$ cat config.mk
export PLATFORM = sky130hd
export DESIGN_NAME = frv_mtime_access_flat
export DESIGN_NICKNAME = d
export VERILOG_FILES = /design/src/rtl/frv_mtime_access_if.sv /design/src/rtl/frv_mtime_access.sv /design/src/flat_wrapper.sv
export SDC_FILE = /design/constraint.sdc
export NUM_CORES = 1
export LEC_CHECK = 0
export CORE_MARGIN = 1
export CORE_UTILIZATION = 53
export CTS_CLUSTER_DIAMETER = 80
export DETAILED_ROUTE_END_ITERATION = 10
export GPL_TIMING_DRIVEN = 0
export PLACE_DENSITY = 0.85
export SLEW_MARGIN = 20
export SYNTH_ARGS = -nofsm -noshare
export SYNTH_HDL_FRONTEND = slang
export SYNTH_SLANG_ARGS = --single-unit
$ cat constraint.sdc
create_clock -name g_clk -period 3.7 [get_ports g_clk]
set_clock_uncertainty 0.2 [all_clocks]
set_input_delay 0.74 -clock g_clk [delete_from_list [all_inputs] [get_ports g_clk]]
set_output_delay 0.74 -clock g_clk [all_outputs]
set_load 0.1 [all_outputs]
$ cat src/rtl/frv_mtime_access_if.sv
// Request/response and MMIO signal bundle for frv_mtime_access.
// master: the access engine; slave: the CSR/LSU side plus the timer block.
interface frv_mtime_access_if;
    logic        req_valid;
    logic        req_ready;
    logic        req_op;
    logic [63:0] req_wdata;
    logic        rsp_valid;
    logic        rsp_ready;
    logic [63:0] rsp_rdata;
    logic        rsp_error;
    logic        mmio_en;
    logic        mmio_wen;
    logic [31:0] mmio_addr;
    logic [31:0] mmio_wdata;
    logic [31:0] mmio_rdata;
    logic        mmio_error;

    modport master (
        input  req_valid, req_op, req_wdata, rsp_ready, mmio_rdata, mmio_error,
        output req_ready, rsp_valid, rsp_rdata, rsp_error,
               mmio_en, mmio_wen, mmio_addr, mmio_wdata
    );

    modport slave (
        output req_valid, req_op, req_wdata, rsp_ready, mmio_rdata, mmio_error,
        input  req_ready, rsp_valid, rsp_rdata, rsp_error,
               mmio_en, mmio_wen, mmio_addr, mmio_wdata
    );
endinterface

$ cat src/rtl/frv_mtime_access.sv
// Atomic 64-bit mtime read / mtimecmp write over a 32-bit MMIO port.
// FRV_MTIMECMP_SAFE_WRITE_EN: write lo=all-ones first so mtimecmp never dips mid-update.
module frv_mtime_access #(
    parameter logic [31:0] MMIO_BASE_ADDR = 32'h0000_1000,
    parameter int unsigned MAX_RETRY      = 4
) (
    input  logic                  g_clk,
    input  logic                  g_reset,
    frv_mtime_access_if.master    bus
);

    typedef enum logic [2:0] {
        IDLE, RD_HI0, RD_LO, RD_HI1, WR_LO_MAX, WR_HI, WR_LO, RESP
    } state_t;

`ifdef FRV_MTIMECMP_SAFE_WRITE_EN
    localparam state_t WR_FIRST = WR_LO_MAX;
`else
    localparam state_t WR_FIRST = WR_HI;
`endif

    localparam int unsigned RW = $clog2(MAX_RETRY + 1);

    state_t        state_q, state_d;
    logic          phase_q, phase_d;   // 0 = ISSUE, 1 = SAMPLE
    logic [31:0]   h0_q, h0_d;
    logic [31:0]   lo_q, lo_d;
    logic [63:0]   wdata_q, wdata_d;
    logic [63:0]   rdata_q, rdata_d;
    logic          error_q, error_d;
    logic [RW-1:0] retry_q, retry_d;

    always_ff @(posedge g_clk) begin
        if (g_reset) begin
            state_q <= IDLE;
            phase_q <= 1'b0;
            h0_q    <= '0;
            lo_q    <= '0;
            wdata_q <= '0;
            rdata_q <= '0;
            error_q <= 1'b0;
            retry_q <= '0;
        end else begin
            state_q <= state_d;
            phase_q <= phase_d;
            h0_q    <= h0_d;
            lo_q    <= lo_d;
            wdata_q <= wdata_d;
            rdata_q <= rdata_d;
            error_q <= error_d;
            retry_q <= retry_d;
        end
    end

    always_comb begin
        state_d = state_q;
        phase_d = phase_q;
        h0_d    = h0_q;
        lo_d    = lo_q;
        wdata_d = wdata_q;
        rdata_d = rdata_q;
        error_d = error_q;
        retry_d = retry_q;
        case (state_q)
            IDLE: begin
                if (bus.req_valid) begin
                    phase_d = 1'b0;
                    retry_d = '0;
                    error_d = 1'b0;
                    rdata_d = '0;
                    wdata_d = bus.req_wdata;
                    state_d = bus.req_op ? WR_FIRST : RD_HI0;
                end
            end
            RESP: begin
                if (bus.rsp_ready) state_d = IDLE;
            end
            default: begin
                if (!phase_q) begin
                    phase_d = 1'b1;
                end else begin
                    phase_d = 1'b0;
                    if (bus.mmio_error) begin
                        state_d = RESP;
                        error_d = 1'b1;
                        rdata_d = '0;
                    end else begin
                        case (state_q)
                            RD_HI0: begin
                                h0_d    = bus.mmio_rdata;
                                state_d = RD_LO;
                            end
                            RD_LO: begin
                                lo_d    = bus.mmio_rdata;
                                state_d = RD_HI1;
                            end
                            RD_HI1: begin
                                // Mismatch means lo wrapped between hi reads; re-read lo against the new hi.
                                if (bus.mmio_rdata == h0_q) begin
                                    state_d = RESP;
                                    rdata_d = {bus.mmio_rdata, lo_q};
                                end else if (retry_q == RW'(MAX_RETRY)) begin
                                    state_d = RESP;
                                    error_d = 1'b1;
                                    rdata_d = {bus.mmio_rdata, lo_q};
                                end else begin
                                    h0_d    = bus.mmio_rdata;
                                    retry_d = retry_q + RW'(1);
                                    state_d = RD_LO;
                                end
                            end
                            WR_LO_MAX: state_d = WR_HI;
                            WR_HI:     state_d = WR_LO;
                            WR_LO:     state_d = RESP;
                            default:   state_d = IDLE;
                        endcase
                    end
                end
            end
        endcase
    end

    always_comb begin
        logic issue;
        issue          = (state_q != IDLE) && (state_q != RESP) && !phase_q;
        bus.req_ready  = (state_q == IDLE);
        bus.rsp_valid  = (state_q == RESP);
        bus.rsp_rdata  = rdata_q;
        bus.rsp_error  = error_q;
        bus.mmio_en    = issue;
        bus.mmio_wen   = 1'b0;
        bus.mmio_addr  = '0;
        bus.mmio_wdata = '0;
        if (issue) begin
            case (state_q)
                RD_HI0, RD_HI1: bus.mmio_addr = MMIO_BASE_ADDR + 32'h4;
                RD_LO:          bus.mmio_addr = MMIO_BASE_ADDR;
                WR_LO_MAX: begin
                    bus.mmio_wen   = 1'b1;
                    bus.mmio_addr  = MMIO_BASE_ADDR + 32'h8;
                    bus.mmio_wdata = '1;
                end
                WR_HI: begin
                    bus.mmio_wen   = 1'b1;
                    bus.mmio_addr  = MMIO_BASE_ADDR + 32'hC;
                    bus.mmio_wdata = wdata_q[63:32];
                end
                WR_LO: begin
                    bus.mmio_wen   = 1'b1;
                    bus.mmio_addr  = MMIO_BASE_ADDR + 32'h8;
                    bus.mmio_wdata = wdata_q[31:0];
                end
                default: ;
            endcase
        end
    end

endmodule

$ cat src/flat_wrapper.sv
// flat-port wrapper written by rule: the top's interface ports become plain ports
module frv_mtime_access_flat 
#(
    parameter logic [31:0] MMIO_BASE_ADDR = 32'h0000_1000,
    parameter int unsigned MAX_RETRY      = 4
)
  (g_clk, g_reset, bus_req_valid, bus_req_op, bus_req_wdata, bus_rsp_ready, bus_mmio_rdata, bus_mmio_error, bus_req_ready, bus_rsp_valid, bus_rsp_rdata, bus_rsp_error, bus_mmio_en, bus_mmio_wen, bus_mmio_addr, bus_mmio_wdata);
  frv_mtime_access_if bus_i ();
  input  logic g_clk;
  input  logic g_reset;
  input wire logic [$bits(bus_i.req_valid)-1:0] bus_req_valid;
  input wire logic [$bits(bus_i.req_op)-1:0] bus_req_op;
  input wire logic [$bits(bus_i.req_wdata)-1:0] bus_req_wdata;
  input wire logic [$bits(bus_i.rsp_ready)-1:0] bus_rsp_ready;
  input wire logic [$bits(bus_i.mmio_rdata)-1:0] bus_mmio_rdata;
  input wire logic [$bits(bus_i.mmio_error)-1:0] bus_mmio_error;
  output wire logic [$bits(bus_i.req_ready)-1:0] bus_req_ready;
  output wire logic [$bits(bus_i.rsp_valid)-1:0] bus_rsp_valid;
  output wire logic [$bits(bus_i.rsp_rdata)-1:0] bus_rsp_rdata;
  output wire logic [$bits(bus_i.rsp_error)-1:0] bus_rsp_error;
  output wire logic [$bits(bus_i.mmio_en)-1:0] bus_mmio_en;
  output wire logic [$bits(bus_i.mmio_wen)-1:0] bus_mmio_wen;
  output wire logic [$bits(bus_i.mmio_addr)-1:0] bus_mmio_addr;
  output wire logic [$bits(bus_i.mmio_wdata)-1:0] bus_mmio_wdata;
  assign bus_i.req_valid = bus_req_valid;
  assign bus_i.req_op = bus_req_op;
  assign bus_i.req_wdata = bus_req_wdata;
  assign bus_i.rsp_ready = bus_rsp_ready;
  assign bus_i.mmio_rdata = bus_mmio_rdata;
  assign bus_i.mmio_error = bus_mmio_error;
  assign bus_req_ready = bus_i.req_ready;
  assign bus_rsp_valid = bus_i.rsp_valid;
  assign bus_rsp_rdata = bus_i.rsp_rdata;
  assign bus_rsp_error = bus_i.rsp_error;
  assign bus_mmio_en = bus_i.mmio_en;
  assign bus_mmio_wen = bus_i.mmio_wen;
  assign bus_mmio_addr = bus_i.mmio_addr;
  assign bus_mmio_wdata = bus_i.mmio_wdata;
  frv_mtime_access #(.MMIO_BASE_ADDR(MMIO_BASE_ADDR), .MAX_RETRY(MAX_RETRY)) u_core (.g_clk(g_clk), .g_reset(g_reset), .bus(bus_i));
endmodule
# Yosys cells after proc, flatten, opt, wreduce, memory -nomap -nowiden
# Index checks and enable logic that the tools add are counted.
# op_classes
mux	41
n_reduce_logical	24
add_sub_neg	1
bitwise	3
n_eq_ne	18
# op_table
op	count
$mux W64	6
$mux W32	4
$pmux W64 S2	1
$pmux W32 S3	1
$pmux W32 S2	1
$pmux W13 S4	1
$mux W3	13
$eq A32 B32 Y1	1
$pmux W3 S6	1
$eq A3 B3 Y1 const B	5
$ne A2 B2 Y1 const B	6
$pmux W3 S2	2
$reduce_and A6 Y1	2
$reduce_bool A3 Y1	4
$mux W1	9
$reduce_and A7 Y1	1
$eq A3 B2 Y1 const B	2
$ne A3 B3 Y1 const B	2
$reduce_bool A2 Y1	3
$reduce_or A2 Y1	3
$reduce_and A5 Y1	1
$pmux W1 S2	2
$reduce_and A2 Y1	2
$reduce_and A4 Y1	1
10 further kinds	13
# word_totals
ff_bits	200
elab_cells	95

# Longest topological paths before layout
# depth
word_depth	7
mapped_depth	9

# Least setup slack after synthesis
# OpenSTA, ideal clock, no wires.
# synth_timing
kind	register to output
start	register u_core.state_q[1]
end	output bus_mmio_en
required_ps	2760
setup_slack_ps	-450
n_path_buf	2
t_arrival_ps	3210
stages_incl_launch_ff	5
path_cell_list	dfxtp_1 -> clkbuf_2 -> and3_1 -> clkbuf_2 -> nor3_1
# synth_via
elab_chain_cells	3
# synth_lines
item	line	text
from (decl)	frv_mtime_access.sv:24	state_t state_q, state_d;
from (signal assigned)	frv_mtime_access.sv:44	state_q <= state_d;
$ne A3 B3 Y1 / $reduce_bool A3 Y1 (equally long branches)	frv_mtime_access.sv:125	issue = (state_q != IDLE) && (state_q != RESP) && !phase_q;
$logic_and A1 B1 Y1 * (2 in a row)	frv_mtime_access.sv:125	
to (decl)	flat_wrapper.sv:21	output wire logic [$bits(bus_i.mmio_en)-1:0] bus_mmio_en;
# Every way passes the cells marked *; elsewhere a longest branch is shown, timed or not.

# Final worst setup path
# layout_timing
start	register u_core.state_q[2]
end	output bus_mmio_wdata[11]
# layout_via
elab_chain_cells	4
# layout_lines
item	line	text
parallel branches: the longest is 3 deep, another holds $pmux W32 S3	--	
$mux W32 *	frv_mtime_access.sv:134	if (issue) begin
to (decl)	flat_wrapper.sv:24	output wire logic [$bits(bus_i.mmio_wdata)-1:0] bus_mmio_wdata;
# Every way passes the cells marked *.

==> flow_metrics.tcl <==
set metrics [dict create \
    synth_edf_count 0 \
    whs_ns 0.252 \
    fin_crit_ns 3.54 \
    r2r-end "u_core.bus.rsp_rdata[61]" \
    antenna_found_initial 0 \
    cp-startpoint "u_core.state_q[2]" \
    finalMaxSlewViolations 0 \
    peakVddDrop_mv 0.560 \
    grt_max_degree 18 \
    cts_htree_levels 4 \
    r2r_cells 7 \
    worst_path_most_repeated_cell "buf_2" \
    synthCells 1077 \
    power_density_nw_per_um2 682 \
    cp_slowest_stage_delay_ns 0.46 \
    placedCellCount 1525 \
    clkSlewWorstSetupHoldPaths_ns 0.07 \
    die_w_um 131 \
    switching_share_pct 46.9 \
    fmaxAchievable_ghz 0.283 \
    cell_internal_pwr_mw 4.23 \
    crit_path_start_kind "register" \
    fp-row-count 46 \
    drt_iter0_drc 820 \
    worstSetupEndpointType "primary output" \
    required_ns 2.76 \
    area_growth_pct 32.9 \
    hold_start "u_core.wdata_q[13]" \
    port_buffers 204 \
    pwr-share-seq_pct 31.1 \
    syn_area_um2 8790 \
    mostFrequentLayoutCell "nand2_1" \
    cp_cell_sequence "buf_2 > buf_1 > nand2_1 > clkbuf_1 > a21oi_1 > buf_2" \
    grt_overflow 0 \
    die_y_um 131 \
    mostFrequentLayoutCells "235 x nand2_1, 200 x dfxtp_1, 169 x clkdlybuf4s50_1" \
    pwr-share-clk_pct 24.0 \
    first_global_vias 7978 \
    cts_tree "done" \
    fin_cells 1557 \
    timing.rr.start "u_core.h0_q[11]" \
    synth_warnings 0 \
    die_area_um2 17100 \
    p_sw_mw 3.73 \
    dr.pass1.iters 6 \
    pin_count 235 \
    crit_family "buffers and inverters" \
    finalWirelength_um 25800 \
    grt_pass1_wl_um 40400 \
    setup_viol 0 \
    utilization_pct 72.7 \
    crit_path_top_delay_cell "buf_2" \
    period_share_pct 95.7 \
    rrSetupSlack_ns 0.89 \
    maxCapViolations 0 \
    hold_class "register to register" \
    wl_per_cell_um 16.6 \
    core_area_um2 16100 \
    synth-seq-cells 200 \
    cellLeakagePower_nw 4.49 \
    outcome "finished clean" \
    syn_avg_cell_area_um2 8.16 \
    gr-usage-all-layers_pct 30.9 \
    fin_nets 1432 \
    clock_path_buffers 2 \
    worstPathBufferInverterCount 4 \
    async_reset_ff_share_pct 0 \
    rsz0062_at_grt "no" \
    antenna_cells 0 \
    cts_inserted_buffers 17 \
    remaining_drc_errors 0 \
    place_hpwl_um 18600 \
    vias 8468 \
    routed_via_density 5.44 \
    ys_seq_area_share_pct 45.6 \
    initial_core_util_pct 54.7 \
    min_to "u_core.wdata_q[13]" \
    worstSetupPathType "register to primary output" \
    crit_fanout 10 \
    tightest_slew_ns 1.03 \
    root_buffer "clkbuf_16" \
    cts.sinks 200 \
    timing.slew.headroom_pct 31.0 \
    clk_latency_ns 0.43 \
    hold_depth 2 \
    gp_congestion 0.905 \
    holdBufCountCts 0 \
    combPwrFrac_pct 44.9 \
    synth_cell_type_count 46 \
    ant_nets 0 \
    hold_viol_final 0 \
    drive_above_1_share_pct 9.10 \
    ys.flop_type "dfxtp_1" \
    cp.arrival_ns 2.60 \
]
==> cell families (layout without fill, tap and decap cells) <==
family,count (synthesis),count (layout),share of synthesized area [%]
AO/OA/AOI/OAI,250,250,17.6
flip-flops,200,200,45.6
other,1,29,0.0427
AND/OR/NAND/NOR,373,373,19.7
buffers and inverters,184,420,9.64
XOR/XNOR,33,33,3.29
adder cells (fa/ha/maj),2,2,0.285
multiplexers,34,34,3.87
==> cell type report <==
cell class	instances	area [µm²]
Fill cell	1299	4380
Multi-Input combinational cell	721	4060
Sequential cell	200	4000
Timing Repair Buffer	204	1900
Buffer	114	584
Clock buffer	19	433
Tap cell	216	270
Inverter	70	263
Clock inverter	13	170
==> repair_timing <==
action	CTS	global route
setup endpoints to repair	35	34
gates cloned	0	0
gates resized for setup	95	78
setup buffers	0	0
hold endpoints to repair	0	0
==> worst max path at each step <==
stage                                    end  slack [ns]  depth (start not counted)
after CTS                 bus_mmio_wdata[27]        0.03                          6
after global routing      bus_mmio_wdata[17]      0.0001                          6
final                     bus_mmio_wdata[11]        0.16                          6
after floorplan           bus_mmio_wdata[10]        0.14                          5
after global placement     bus_mmio_wdata[3]       -0.03                          6
after detailed placement  bus_mmio_wdata[27]       -0.06                          6
==> state kept, by name, summed over array words and instances (netlist names) <==
signal                count
u_core.bus.rsp_error      1
u_core.bus.rsp_rdata     64
u_core.h0_q              32
u_core.lo_q              32
u_core.phase_q            1
u_core.retry_q            3
u_core.state_q            3
u_core.wdata_q           64
==> power groups by stage <==
stage	Clock (mW)	Sequential [mW]	Combinational (mW)
6_report	1.91	2.48	3.58
2_1_floorplan	0	2.52	2.73
5_1_grt	2.03	2.50	3.77
3_3_place_gp	0	2.51	3.61
3_5_place_dp	0	2.52	3.64
4_1_cts	1.93	2.47	3.61
==> tightest hold or removal path, delay by kind of cell (launching register included) <==
kind            cells  cell delay, ns
simple gates        1            0.05
flops               1            0.31
compound gates      1            0.05
==> metal layers <==
layer / GRT usage [%] / wire length [µm]
met1: 40.5 / 10900
met2: 49.5 / 12100
met3: 5.78 / 1900
met4: 13.9 / 970
met5: 0 / 0
==> cells in the mapped netlist, types with 2 or more instances <==
| cell | instances | area share (%) |
|---|---|---|
| a21oi_1 | 135 | 7.7 |
| and3_1 | 2 | 0.14 |
| and4_1 | 2 | 0.20 |
| buf_1 | 2 | 0.085 |
| buf_2 | 15 | 0.85 |
| buf_4 | 30 | 2.6 |
| buf_6 | 3 | 0.38 |
| clkbuf_1 | 62 | 2.6 |
| clkbuf_2 | 2 | 0.11 |
| dfxtp_1 | 200 | 46 |
| ha_1 | 2 | 0.28 |
| inv_1 | 69 | 2.9 |
| mux2i_1 | 34 | 3.9 |
| nand2_1 | 235 | 10 |
| nand2b_1 | 99 | 7.0 |
| nand4_1 | 2 | 0.14 |
| nor2_1 | 7 | 0.30 |
| nor2b_1 | 3 | 0.21 |
| nor3_1 | 8 | 0.46 |
| nor4_1 | 8 | 0.57 |
| o21ai_0 | 36 | 2.0 |
| o32ai_1 | 64 | 6.4 |
| or3_1 | 2 | 0.14 |
| xor2_1 | 33 | 3.3 |
==> through the flow <==
stage	cell area (µm²)	setup TNS, ns	setup slack, ns	power [mW]
floorplan	8910	0	0.144	5.25
global placement	11200	-0.0441	-0.0336	6.12
detailed placement	11200	-0.437	-0.0621	6.16
CTS	11900	0	0.0298	8.01
global route	11700	0	0.000113	8.30
finish	11700	0	0.161	7.96
(Power assumes the default switching activity.)
